### config.mk
export PLATFORM = sky130hd
export DESIGN_NAME = top
export DESIGN_NICKNAME = d
export VERILOG_FILES = /design/src/rtl/top.sv
export SDC_FILE = /design/constraint.sdc
export NUM_CORES = 1
export LEC_CHECK = 0
export CORE_AREA = 2 2 61 63
export CTS_CLUSTER_DIAMETER = 120
export DETAILED_ROUTE_END_ITERATION = 10
export DIE_AREA = 0 0 63 65
export PLACE_DENSITY = 0.71
export SETUP_SLACK_MARGIN = 0.1
export SLEW_MARGIN = 30
export SYNTH_ARGS = -nofsm -noshare
export SYNTH_HDL_FRONTEND = slang
export SYNTH_SLANG_ARGS = --single-unit
### constraint.sdc
create_clock -name clk -period 2.3 [get_ports clk]
set_input_delay 0.46 -clock clk [delete_from_list [all_inputs] [get_ports clk]]
set_output_delay 0.46 -clock clk [all_outputs]
set_load 0.005 [all_outputs]
### src/rtl/top.sv
// ---------------------------------------------------------------------------
// top -- 29-input threshold voter, two-stage pipeline.
//
// Counts the ones in the vote vector {x28..x0}. y0 is 1 when the count is at
// least THRESH. The default THRESH of 15 gives a strict majority of 29.
//
// Pipeline:
//   stage 1 registers four group popcounts (bits 0-7, 8-15, 16-23, 24-28).
//   stage 2 adds the group counts, compares the sum and registers y0.
// A vector sampled with in_valid=1 reaches y0 two clocks later, with
// out_valid=1. A new vector is accepted every cycle. When out_valid=0, y0
// holds its last value.
//
// Parameters:
//   THRESH     number of ones needed for y0=1 (legal range 1..29)
// Ports:
//   clk        rising-edge clock
//   rst_n      asynchronous active-low reset; clears all pipeline state
//   x0..x28    voter bits, x0 is the LSB of the vote vector
//   in_valid   the vote vector is sampled on this edge
//   y0         registered threshold result
//   out_valid  y0 carries a new result this cycle
//   cnt        registered popcount aligned with y0 (TOP_COUNT_OUT_EN only)
//
// Optional feature macro: TOP_COUNT_OUT_EN (adds the cnt output port).
// ---------------------------------------------------------------------------
module top #(
   parameter int THRESH = 15
) (
   input  logic       clk,
   input  logic       rst_n,
   input  logic       x0,  x1,  x2,  x3,  x4,  x5,  x6,  x7,
   input  logic       x8,  x9,  x10, x11, x12, x13, x14, x15,
   input  logic       x16, x17, x18, x19, x20, x21, x22, x23,
   input  logic       x24, x25, x26, x27, x28,
   input  logic       in_valid,
   output logic       y0,
   output logic       out_valid
`ifdef TOP_COUNT_OUT_EN
   ,
   output logic [4:0] cnt
`endif
);

   localparam logic [4:0] THRESH_W = 5'(THRESH);

   logic [28:0]      vec;
   logic [3:0][3:0]  grp_d;      // combinational group popcounts
   logic [3:0][3:0]  grp_q;      // stage-1 registered group popcounts
   logic             valid_q;    // stage-1 valid
   logic [4:0]       sum;        // stage-2 total, 0..29 fits in 5 bits

   assign vec = {x28, x27, x26, x25, x24, x23, x22, x21, x20, x19,
                 x18, x17, x16, x15, x14, x13, x12, x11, x10, x9,
                 x8,  x7,  x6,  x5,  x4,  x3,  x2,  x1,  x0};

   function automatic logic [3:0] pop8(input logic [7:0] b);
      logic [3:0] s;
      s = '0;
      for (int i = 0; i < 8; i++) s = s + 4'(b[i]);
      return s;
   endfunction

   // NOTE: every signal written in an always_comb gets a value on every path;
   // a signal left unassigned on some path turns into an inferred latch.
   always_comb begin
      grp_d    = '0;
      grp_d[0] = pop8(vec[7:0]);
      grp_d[1] = pop8(vec[15:8]);
      grp_d[2] = pop8(vec[23:16]);
      grp_d[3] = pop8({3'b000, vec[28:24]});
   end

   always_comb begin
      sum = {1'b0, grp_q[0]} + {1'b0, grp_q[1]}
          + {1'b0, grp_q[2]} + {1'b0, grp_q[3]};
   end

   // Stage 1: group popcounts and valid.
   // NOTE: state registers use non-blocking assignments, so every stage
   // samples the value its predecessor held before the clock edge.
   always_ff @(posedge clk or negedge rst_n) begin
      if (!rst_n) begin
         // NOTE: the data registers are reset along with the valids. Nothing
         // depends on stale data, but this keeps the state deterministic
         // after a reset.
         grp_q   <= '0;
         valid_q <= 1'b0;
      end else begin
         valid_q <= in_valid;
         if (in_valid) grp_q <= grp_d;
      end
   end

   // Stage 2: compare and register the result. y0 only moves on a valid
   // stage, so it holds its value through idle cycles.
   always_ff @(posedge clk or negedge rst_n) begin
      if (!rst_n) begin
         y0        <= 1'b0;
         out_valid <= 1'b0;
      end else begin
         out_valid <= valid_q;
         if (valid_q) y0 <= (sum >= THRESH_W);
      end
   end

`ifdef TOP_COUNT_OUT_EN
   always_ff @(posedge clk or negedge rst_n) begin
      if (!rst_n)       cnt <= '0;
      else if (valid_q) cnt <= sum;
   end
`endif

endmodule

==> metrics.txt <==
initial DRC count 32; Detailed Route WL 2728 um; Post-synth top flop dfrtp_1; pwr/cell area 913.2 nW/um^2; setup TNS -3.169 ns; cell count after synthesis 148; final core utilization 0.5981; IO Count 34; CTS tree built; crit path capture grp_q[9]$_DFFE_PN0P_; Worst VDD drop 0.3808 mV; Layout area overhead 37.19%; overall die area 4095 um^2; Sink Count 18; Slew headroom 0.6955; #FFs+latches synth 18; R2R Path End y0$_DFFE_PN0P_; initial antenna violation count 0; Data required, critical path 2.48 ns; Place WS -1.138 ns; Via Count 1,090; Core Area 3496 um^2; Synth area leader dfrtp_1; Synthesis Warnings 0; PortBufs 33; Cell variety after synth 19; CP startpoint kind input port; die width 63 um; CP Max Fanout 2; Worst Hold Class reg -> reg; unrepaired setup endpoints after global routing yes; top-count cell post-synth inv_1; Initial Util 0.4359; footprint of the multi-input gates 933.4 um^2; sequential fraction of the synthesis area 0.2956; final setup fails 13; async set-reset flop share out of synthesis 1.000; Crit Path Class in -> reg; clk buf depth 2; Die H 65 um; Cell Rows 22; outcome finished with violations; Post-synth EDFFs 0; fraction of layout cells with a size suffix above 1 0.2551; Max-Cap Viols 0; worst r2r src grp_q[1]$_DFFE_PN0P_; Post-synth top cells inv_1 (49), fa_1 (21), dfrtp_1 (18), ha_1 (15), nand2_1 (9); Hold Worst Slack 0.4384 ns; crit share post-route 1.179; Clock transition at path regs 0.11 ns; clk_lat worst skew 0.29 ns; residual DRC count 0; Mapped Nets 216; Placed Area 1977 um^2; CP Launch Point x16; htree depth 1; Final nets 265; Routed WL per cell 11.18 um; Syn Area/Cell 10.30 um^2; HPWL after DPL 2279 um; Final ANT Viol Nets 0; Finished Cell Area 2091 um^2; area share of the leading cell type in the synthesized netlist 0.2956; Leak Pwr 1.042 nW; flop-to-flop setup slack -0.16 ns; CTS buffer count 3; GRT Total Usage 0.1514; CTS root buf clkbuf_4; number of diodes 0; grt ovf 0; skew final 0.007808 ns; CP Capture Type flip-flop; Fin. Hold Viols 0; Min Clock Period, post-route 2.711 ns; fillcell total 301; vias in the first global route 1,186; first drt pass iteration count 4; Synth area leaders dfrtp_1 (30%), fa_1 (28%), ha_1 (12%), inv_1 (12%), mux2_2 (3.0%); Tightest Pin Transition 0.4553 ns; Reg2Reg Depth 9; failing checks setup timing; final worst-path setup slack -0.4110 ns; first-pass GRT wire length 4933 um; Max Slew Vio Count 0; Storage cell area 450.4 um^2; Data arrival, critical path 2.90 ns; f_max 368.9 MHz; GPL Wtd Cong 0.7565; via/cell ratio 4.467; Post-Syn Area 1524 um^2; largest net degree at the start of global routing 12
==> state kept, by name, summed over array words and instances, names as in the netlist <==
signal	flops
valid_q	1
grp_q	15
out_valid	1
y0	1
==> layer usage <==
layer / part of all wire / track usage / up-vias / routed length, um
li1: - / - / 534 / -
met1: 0.41 / 0.1665 / 534 / 1108
met5: 0 / 0 / - / 0
met2: 0.56 / 0.3032 / 20 / 1528
met3: 0.032 / 0.03819 / 2 / 86
met4: 0.0015 / 0.008333 / 0 / 4
==> power breakdown <==
part	switching [mW]	internal (mW)	total (mW)
clock network	0.101	0.0963	0.198
logic	0.584	0.671	1.25
registers	0.0495	0.407	0.457
total	0.735	1.17	1.91
==> cell families (layout without fill, tap and decap cells) <==
| family | count (synthesis) | count (layout) | synth area share |
|---|---|---|---|
| xor+xnor | 5 | 5 | 0.02873 |
| flops | 18 | 18 | 0.2956 |
| mux | 4 | 4 | 0.02955 |
| compound gates | 16 | 16 | 0.05665 |
| simple gates | 17 | 17 | 0.05009 |
| buf+inv | 52 | 100 | 0.1404 |
| fa+ha+maj | 36 | 36 | 0.3990 |
==> stage by stage <==
| stage | instances | power [mW] |
|---|---|---|
| finish | 244 | 1.909 |
| global route | 244 | 2.147 |
| CTS | 242 | 1.898 |
| detailed placement | 237 | 1.607 |
| global placement | 237 | 1.552 |
| floorplan | 148 | 1.224 |
==> how the worst min path moves through the flow <==
stage / startpoint / to / slack (ns) / cells past startpoint
2_1_floorplan: rst_n / grp_q[0]$_DFFE_PN0P_ / 0.16 / 0
3_3_place_gp: valid_q$_DFF_PN0_ / out_valid$_DFF_PN0_ / 0.41 / 0
3_5_place_dp: valid_q$_DFF_PN0_ / out_valid$_DFF_PN0_ / 0.41 / 0
4_1_cts: valid_q$_DFF_PN0_ / out_valid$_DFF_PN0_ / 0.44 / 0
5_1_grt: valid_q$_DFF_PN0_ / out_valid$_DFF_PN0_ / 0.45 / 0
6_report: valid_q$_DFF_PN0_ / out_valid$_DFF_PN0_ / 0.44 / 0
==> worst max-delay path: stages <==
cell	delay, ns
buf_6	0.09
fa_1	0.53
inv_1	0.05
fa_1	0.50
fa_1	0.43
inv_2	0.09
ha_4	0.13
inv_2	0.03
fa_2	0.52
a21oi_2	0.05
==> repair_timing <==
item                                    CTS  global route
endpoints found under the setup margin   13            13
hold buffers                              0             0
pin swaps                                25            17
resized for setup                        61             5
setup buffers                             2             3
==> cell type report <==
class | count | area share
Multi-Input combinational cell | 78 | 0.4464
Timing Repair Buffer | 47 | 0.2041
Sequential cell | 18 | 0.2154
Clock buffer | 4 | 0.01735
Tap cell | 48 | 0.02873
Inverter | 49 | 0.08797
==> cells in the final DEF, fill, tap and decap left out, types with 7 or more instances in the layout <==
| cell type | n |
|---|---|
| fa_1 | 18 |
| buf_6 | 7 |
| buf_4 | 11 |
| inv_2 | 7 |
| ha_1 | 11 |
| nand2_1 | 9 |
| dfrtp_1 | 18 |
| clkdlybuf4s50_1 | 24 |
| inv_1 | 42 |
Power figures use the tool's default switching activity.
